$ cat src/rtl/kernel_pkg.sv
// rtl/kernel_pkg.sv - shared scan state type and default address widths for the kernel address scanner
package kernel_pkg;

  typedef enum logic [1:0] {
    IDLE = 2'd0,
    SCAN = 2'd1,
    DONE = 2'd2
  } scan_state_t;

  localparam int DEFAULT_AW_W = 8;
  localparam int DEFAULT_AD_W = 8;

endpackage

$ cat src/rtl/kernel_scan_counter.sv
// rtl/kernel_scan_counter.sv - loadable enabled counter running FIRST..LAST, wrapping to FIRST, with terminal flag
module kernel_scan_counter #(
  parameter int           W     = 8,
  parameter logic [W-1:0] FIRST = '0,
  parameter logic [W-1:0] LAST  = '1
) (
  input  logic         clk,
  input  logic         rst_n,
  input  logic         load_i,
  input  logic         en_i,
  output logic [W-1:0] cnt_o,
  output logic         term_o
);

  logic [W-1:0] cnt_q;
  logic [W-1:0] cnt_d;

  assign term_o = (cnt_q == LAST);
  assign cnt_o  = cnt_q;

  // Wrap on the terminal value so the count never walks past LAST.
  always_comb begin
    cnt_d = cnt_q;
    if (load_i) begin
      cnt_d = FIRST;
    end else if (en_i) begin
      cnt_d = term_o ? FIRST : cnt_q + W'(1);
    end
  end

  always_ff @(posedge clk or negedge rst_n) begin
    if (!rst_n) begin
      cnt_q <= '0;
    end else begin
      cnt_q <= cnt_d;
    end
  end

endmodule

$ cat src/rtl/kernel_address_scanner.sv
// rtl/kernel_address_scanner.sv - row-major frame address scanner; KERNEL_SCAN_BORDER_SKIP_EN trims border columns and the last row
module kernel_address_scanner
  import kernel_pkg::*;
#(
  parameter int IMG_W = 8,
  parameter int IMG_D = 8,
  parameter int AW_W  = DEFAULT_AW_W,
  parameter int AD_W  = DEFAULT_AD_W
) (
  input  logic            clk,
  input  logic            rst_n,
  input  logic            start,
  input  logic            out_ready,
  output logic            out_valid,
  output logic [AW_W-1:0] address_width,
  output logic [AD_W-1:0] address_depth,
  output logic            last,
  output logic            busy,
  output logic            frame_done
);

`ifdef KERNEL_SCAN_BORDER_SKIP_EN
  localparam int FIRST_W = 1;
  localparam int LAST_W  = IMG_W - 2;
  localparam int LAST_D  = IMG_D - 2;
  if (IMG_W < 3) begin : g_bad_border_w
    $error("kernel_address_scanner: IMG_W must be >= 3 when border skip is enabled");
  end
`else
  localparam int FIRST_W = 0;
  localparam int LAST_W  = IMG_W - 1;
  localparam int LAST_D  = IMG_D - 1;
`endif

  if (IMG_W < 2 || IMG_W > (2 ** AW_W) - 1) begin : g_bad_img_w
    $error("kernel_address_scanner: IMG_W out of range for AW_W");
  end
  if (IMG_D < 2 || IMG_D > (2 ** AD_W) - 1) begin : g_bad_img_d
    $error("kernel_address_scanner: IMG_D out of range for AD_W");
  end

  scan_state_t state_q;
  scan_state_t state_d;

  logic load;
  logic xfer;
  logic w_term;
  logic d_term;
  logic frame_end;
  logic w_en;
  logic d_en;

  assign frame_end = w_term && d_term;
  // The final transfer leaves the counters parked on the last coordinate.
  assign w_en      = xfer && !frame_end;
  assign d_en      = xfer && w_term && !frame_end;

  kernel_scan_counter #(
    .W     (AW_W),
    .FIRST (AW_W'(FIRST_W)),
    .LAST  (AW_W'(LAST_W))
  ) u_width_cnt (
    .clk    (clk),
    .rst_n  (rst_n),
    .load_i (load),
    .en_i   (w_en),
    .cnt_o  (address_width),
    .term_o (w_term)
  );

  kernel_scan_counter #(
    .W     (AD_W),
    .FIRST ('0),
    .LAST  (AD_W'(LAST_D))
  ) u_depth_cnt (
    .clk    (clk),
    .rst_n  (rst_n),
    .load_i (load),
    .en_i   (d_en),
    .cnt_o  (address_depth),
    .term_o (d_term)
  );

  always_comb begin
    state_d   = state_q;
    out_valid = 1'b0;
    load      = 1'b0;
    xfer      = 1'b0;
    unique case (state_q)
      IDLE: begin
        if (start) begin
          state_d = SCAN;
          load    = 1'b1;
        end
      end
      SCAN: begin
        out_valid = 1'b1;
        xfer      = out_ready;
        if (out_ready && frame_end) begin
          state_d = DONE;
        end
      end
      DONE: begin
        state_d = IDLE;
      end
      default: begin
        state_d = IDLE;
      end
    endcase
  end

  always_ff @(posedge clk or negedge rst_n) begin
    if (!rst_n) begin
      state_q <= IDLE;
    end else begin
      state_q <= state_d;
    end
  end

  assign last       = out_valid && frame_end;
  assign busy       = (state_q != IDLE);
  assign frame_done = (state_q == DONE);

endmodule

$ cat config.mk
export PLATFORM = sky130hd
export DESIGN_NAME = kernel_address_scanner
export DESIGN_NICKNAME = d
export VERILOG_FILES = /design/src/rtl/kernel_pkg.sv /design/src/rtl/kernel_scan_counter.sv /design/src/rtl/kernel_address_scanner.sv
export SDC_FILE = /design/constraint.sdc
export NUM_CORES = 1
export LEC_CHECK = 0
export ABC_AREA = 1
export CAP_MARGIN = 20
export CORE_UTILIZATION = 35
export DETAILED_ROUTE_END_ITERATION = 12
export PLACE_DENSITY_LB_ADDON = 0.15
export SLEW_MARGIN = 30
export SYNTH_ARGS = -nofsm -noshare
export SYNTH_HDL_FRONTEND = slang
export SYNTH_SLANG_ARGS = --single-unit
$ cat constraint.sdc
create_clock -name clk -period 2.2 [get_ports clk]
set_clock_uncertainty 0.2 [all_clocks]
set_input_delay 0.22 -clock clk [delete_from_list [all_inputs] [get_ports clk]]
set_output_delay 0.22 -clock clk [all_outputs]
set_load 0.1 [all_outputs]
==> metrics.md <==
| Metric | Value |
|---|---|
| Skew-Pair Late Insertion Delay | `0.30 ns` |
| Chip Width | `62.1 µm` |
| N_diodes | `0` |
| Die height | `62.1 µm` |
| Fin. Hold Viols | `0` |
| Routability congestion estimate | `0.784` |
| Port buffer count | `23` |
| FP Rows | `21` |
| Largest net degree at the start of global routing | `19` |
| Synth cell count leaders | `nand2_1 (60), nand3_1 (24), nor2_1 (19)` |
| Layout cell share with drive strength beyond 1 | `29.7%` |
| Ys async rst share | `100%` |
| Starting Density | `37.2%` |
| Final Instance Area | `1600 µm²` |
| Cells after synthesis | `177` |
| Clock sinks | `18` |
| Core Box Area | `3390 µm²` |
| Reg area | `479 µm²` |
| Max Fclk | `478 MHz` |
| Residual DRC | `0` |
| Router iterations before antenna repair | `4` |
| Syn avg cell area | `7.13 µm²` |
| Slowest Stage Delay on Critical Path | `0.48 ns` |
| WL/cell | `11.1 µm` |
| Sequential share of the synthesized area | `35.7%` |
| Post-synth cell types | `25` |
| CTS tree | `done` |
| Tcrit/Tclk final | `95.2%` |
| Number of synthesized flops with an enable pin | `0` |
| Worst Setup End Kind | `primary output` |
| Largest cells by area after synthesis | `dfrtp_1 (36%), nand2_1 (18%), nand3_1 (9.5%)` |
| DR iter-0 viols | `48` |
| Die area | `3850 µm²` |
| CP max FO | `6` |
| Dpl hpwl | `2.07 mm` |
| Final min period | `2.09 ns` |
| Slew of the pin with the lowest slew margin | `0.281 ns` |
| Pwr dens | `1110 nW/µm²` |
| Area leader, netlist | `dfrtp_1` |
| Clk root buf | `clkbuf_4` |
| Crit path DAT | `1.67 ns` |
| Final TNS setup | `0 ns` |
| Total grt overflow | `0` |
| Antenna Violating Nets Remaining | `0` |
| Nets@finish | `209` |
| Inserted Clock Buffers | `3` |
| Startpoint Class | `flip-flop` |
| Worst EP required | `1.78 ns` |
| Status | `finished, final reports clean` |
| Worst path top cell family by delay | `simple AND/OR/NAND/NOR gates` |
| First-pass GRT wire length | `4.46 mm` |
| Primary FF master, synth | `dfrtp_1` |
| Area growth, synth to finish | `26.5%` |
| Leakage | `0.809 nW` |
| Post-Syn Nets | `183` |
| Setup bufs post-CTS | `0` |
| R2R setup slack | `0.49 ns` |
| Filler Cells Inserted | `348` |
| Worst path slowest cell | `dfrtp_4` |
| Initial antenna violation count | `0` |
| Final Slew Violations | `0` |
| FF+latch count, synth | `18` |
| Routed via count | `1191` |
| Crit path buf inv count | `1` |
| Peak supply drop | `0.00117 V` |
| Slew headroom | `81.2%` |
| Area of the multi-input gates | `734 µm²` |
| Vias in the first global route | `996` |
| Hold Crit Class | `in2async` |
| Longest Clk Path Bufs | `2` |
| Critical path cell sequence | `ha_4, nand3_4, nor2_8, nand2_4, nor2_4, buf_12` |
| Post-synth top area share | `35.7%` |
| Endpoints failing setup | `0` |
| CTS H-tree lvls | `1` |
| Synth warnings | `0` |
| WL final | `2.76 mm` |
| Ports | `24` |
| WS Path Type | `reg2out` |
| Worst-path clk slew | `0.11 ns` |
| Syn Std Cell Area | `1260 µm²` |
| RSZ-0062 raised after global routing | `no` |
| Post-DR vias/cell | `4.80` |
| Cell Area, Placed | `1570 µm²` |
| Count leader, synth | `nand2_1` |
| All-Layer GR Usage | `16.2%` |
| Max-Cap Viols | `0` |
[path summary, 6_finish.rpt]
path,startpoint,endpoint,cells after the start
min in group clk,u_width_cnt.cnt_o[6],u_width_cnt.cnt_o[6],2
setup reg to reg,u_depth_cnt.cnt_o[0],u_depth_cnt.cnt_o[7],8
setup / recovery,u_width_cnt.cnt_o[0],last,6
hold reg to reg,u_width_cnt.cnt_o[6],u_width_cnt.cnt_o[6],2
max in group asynchronous,rst_n,u_width_cnt.cnt_o[0],2
hold / removal,rst_n,u_depth_cnt.cnt_o[1],2
[power breakdown]
| part | switching (mW) | internal [mW] |
|---|---|---|
| Clock | 0.106 | 0.0706 |
| Sequential | 0.135 | 0.436 |
| Combinational | 0.781 | 0.252 |
| Total | 1.02 | 0.758 |
[metal layers]
layer	GRT usage (%)	share of wire, %	up-vias
li1	-	-	615
met1	21.8	49	545
met2	25.4	47	29
met3	2.48	3.9	2
met4	7.62	0.69	0
met5	0	0	-
[cell usage in the layout, fill, tap and decap left out, drive strengths merged]
cell type,n
ha,2
clkdlybuf4s50,3
xor2,3
nand4,3
o21bai,1
nor3,4
clkbuf,4
a21oi,2
nand3,27
o21ai,3
dfrtp,18
nor2,22
nor3b,1
nand2,66
inv,21
buf,22
[through the flow]
| step | setup slack, ns | hold slack, ns | std cells | utilization, % | total power, mW |
|---|---|---|---|---|---|
| 6_report | 0.106 | 0.0324 | 248 | 47.1 | 1.78 |
| 2_1_floorplan | 0.00222 | -0.276 | 177 | - | 1.40 |
| 3_3_place_gp | 0.449 | 0.355 | 244 | 46.3 | 1.59 |
| 3_5_place_dp | 0.441 | 0.357 | 244 | 46.3 | 1.61 |
| 4_1_cts | 0.0680 | 0.0327 | 248 | 47.0 | 1.79 |
| 5_1_grt | 0.0106 | 0.0519 | 248 | 47.1 | 1.89 |
[cells by family (layout without fill, tap and decap cells)]
| kind of cell | count (synthesis) | in the layout | share of synthesized area, % |
|---|---|---|---|
| xor+xnor | 3 | 3 | 2.08 |
| fa+ha+maj | 2 | 2 | 1.98 |
| buf+inv | 25 | 50 | 7.93 |
| flops | 18 | 18 | 35.7 |
| compound gates | 6 | 6 | 2.58 |
| simple gates | 123 | 123 | 49.8 |
[state kept, by name, indices dropped and copies added (netlist names)]
name               cells
state_q                2
u_depth_cnt.cnt_o      8
u_width_cnt.cnt_o      8
[final cells by class]
cell class                      instances  area share (%)
Inverter                               21            4.94
Tap cell                               46            3.61
Timing Repair Buffer                   25            13.8
Clock buffer                            4            1.65
Multi-Input combinational cell        134            46.0
Sequential cell                        18            30.0
[repair_timing]
item                                    CTS  global route
hold buffers                              0             0
resized for setup                         0             1
endpoints found under the setup margin    0             1
Note: power is estimated with default switching activity, not from simulation.
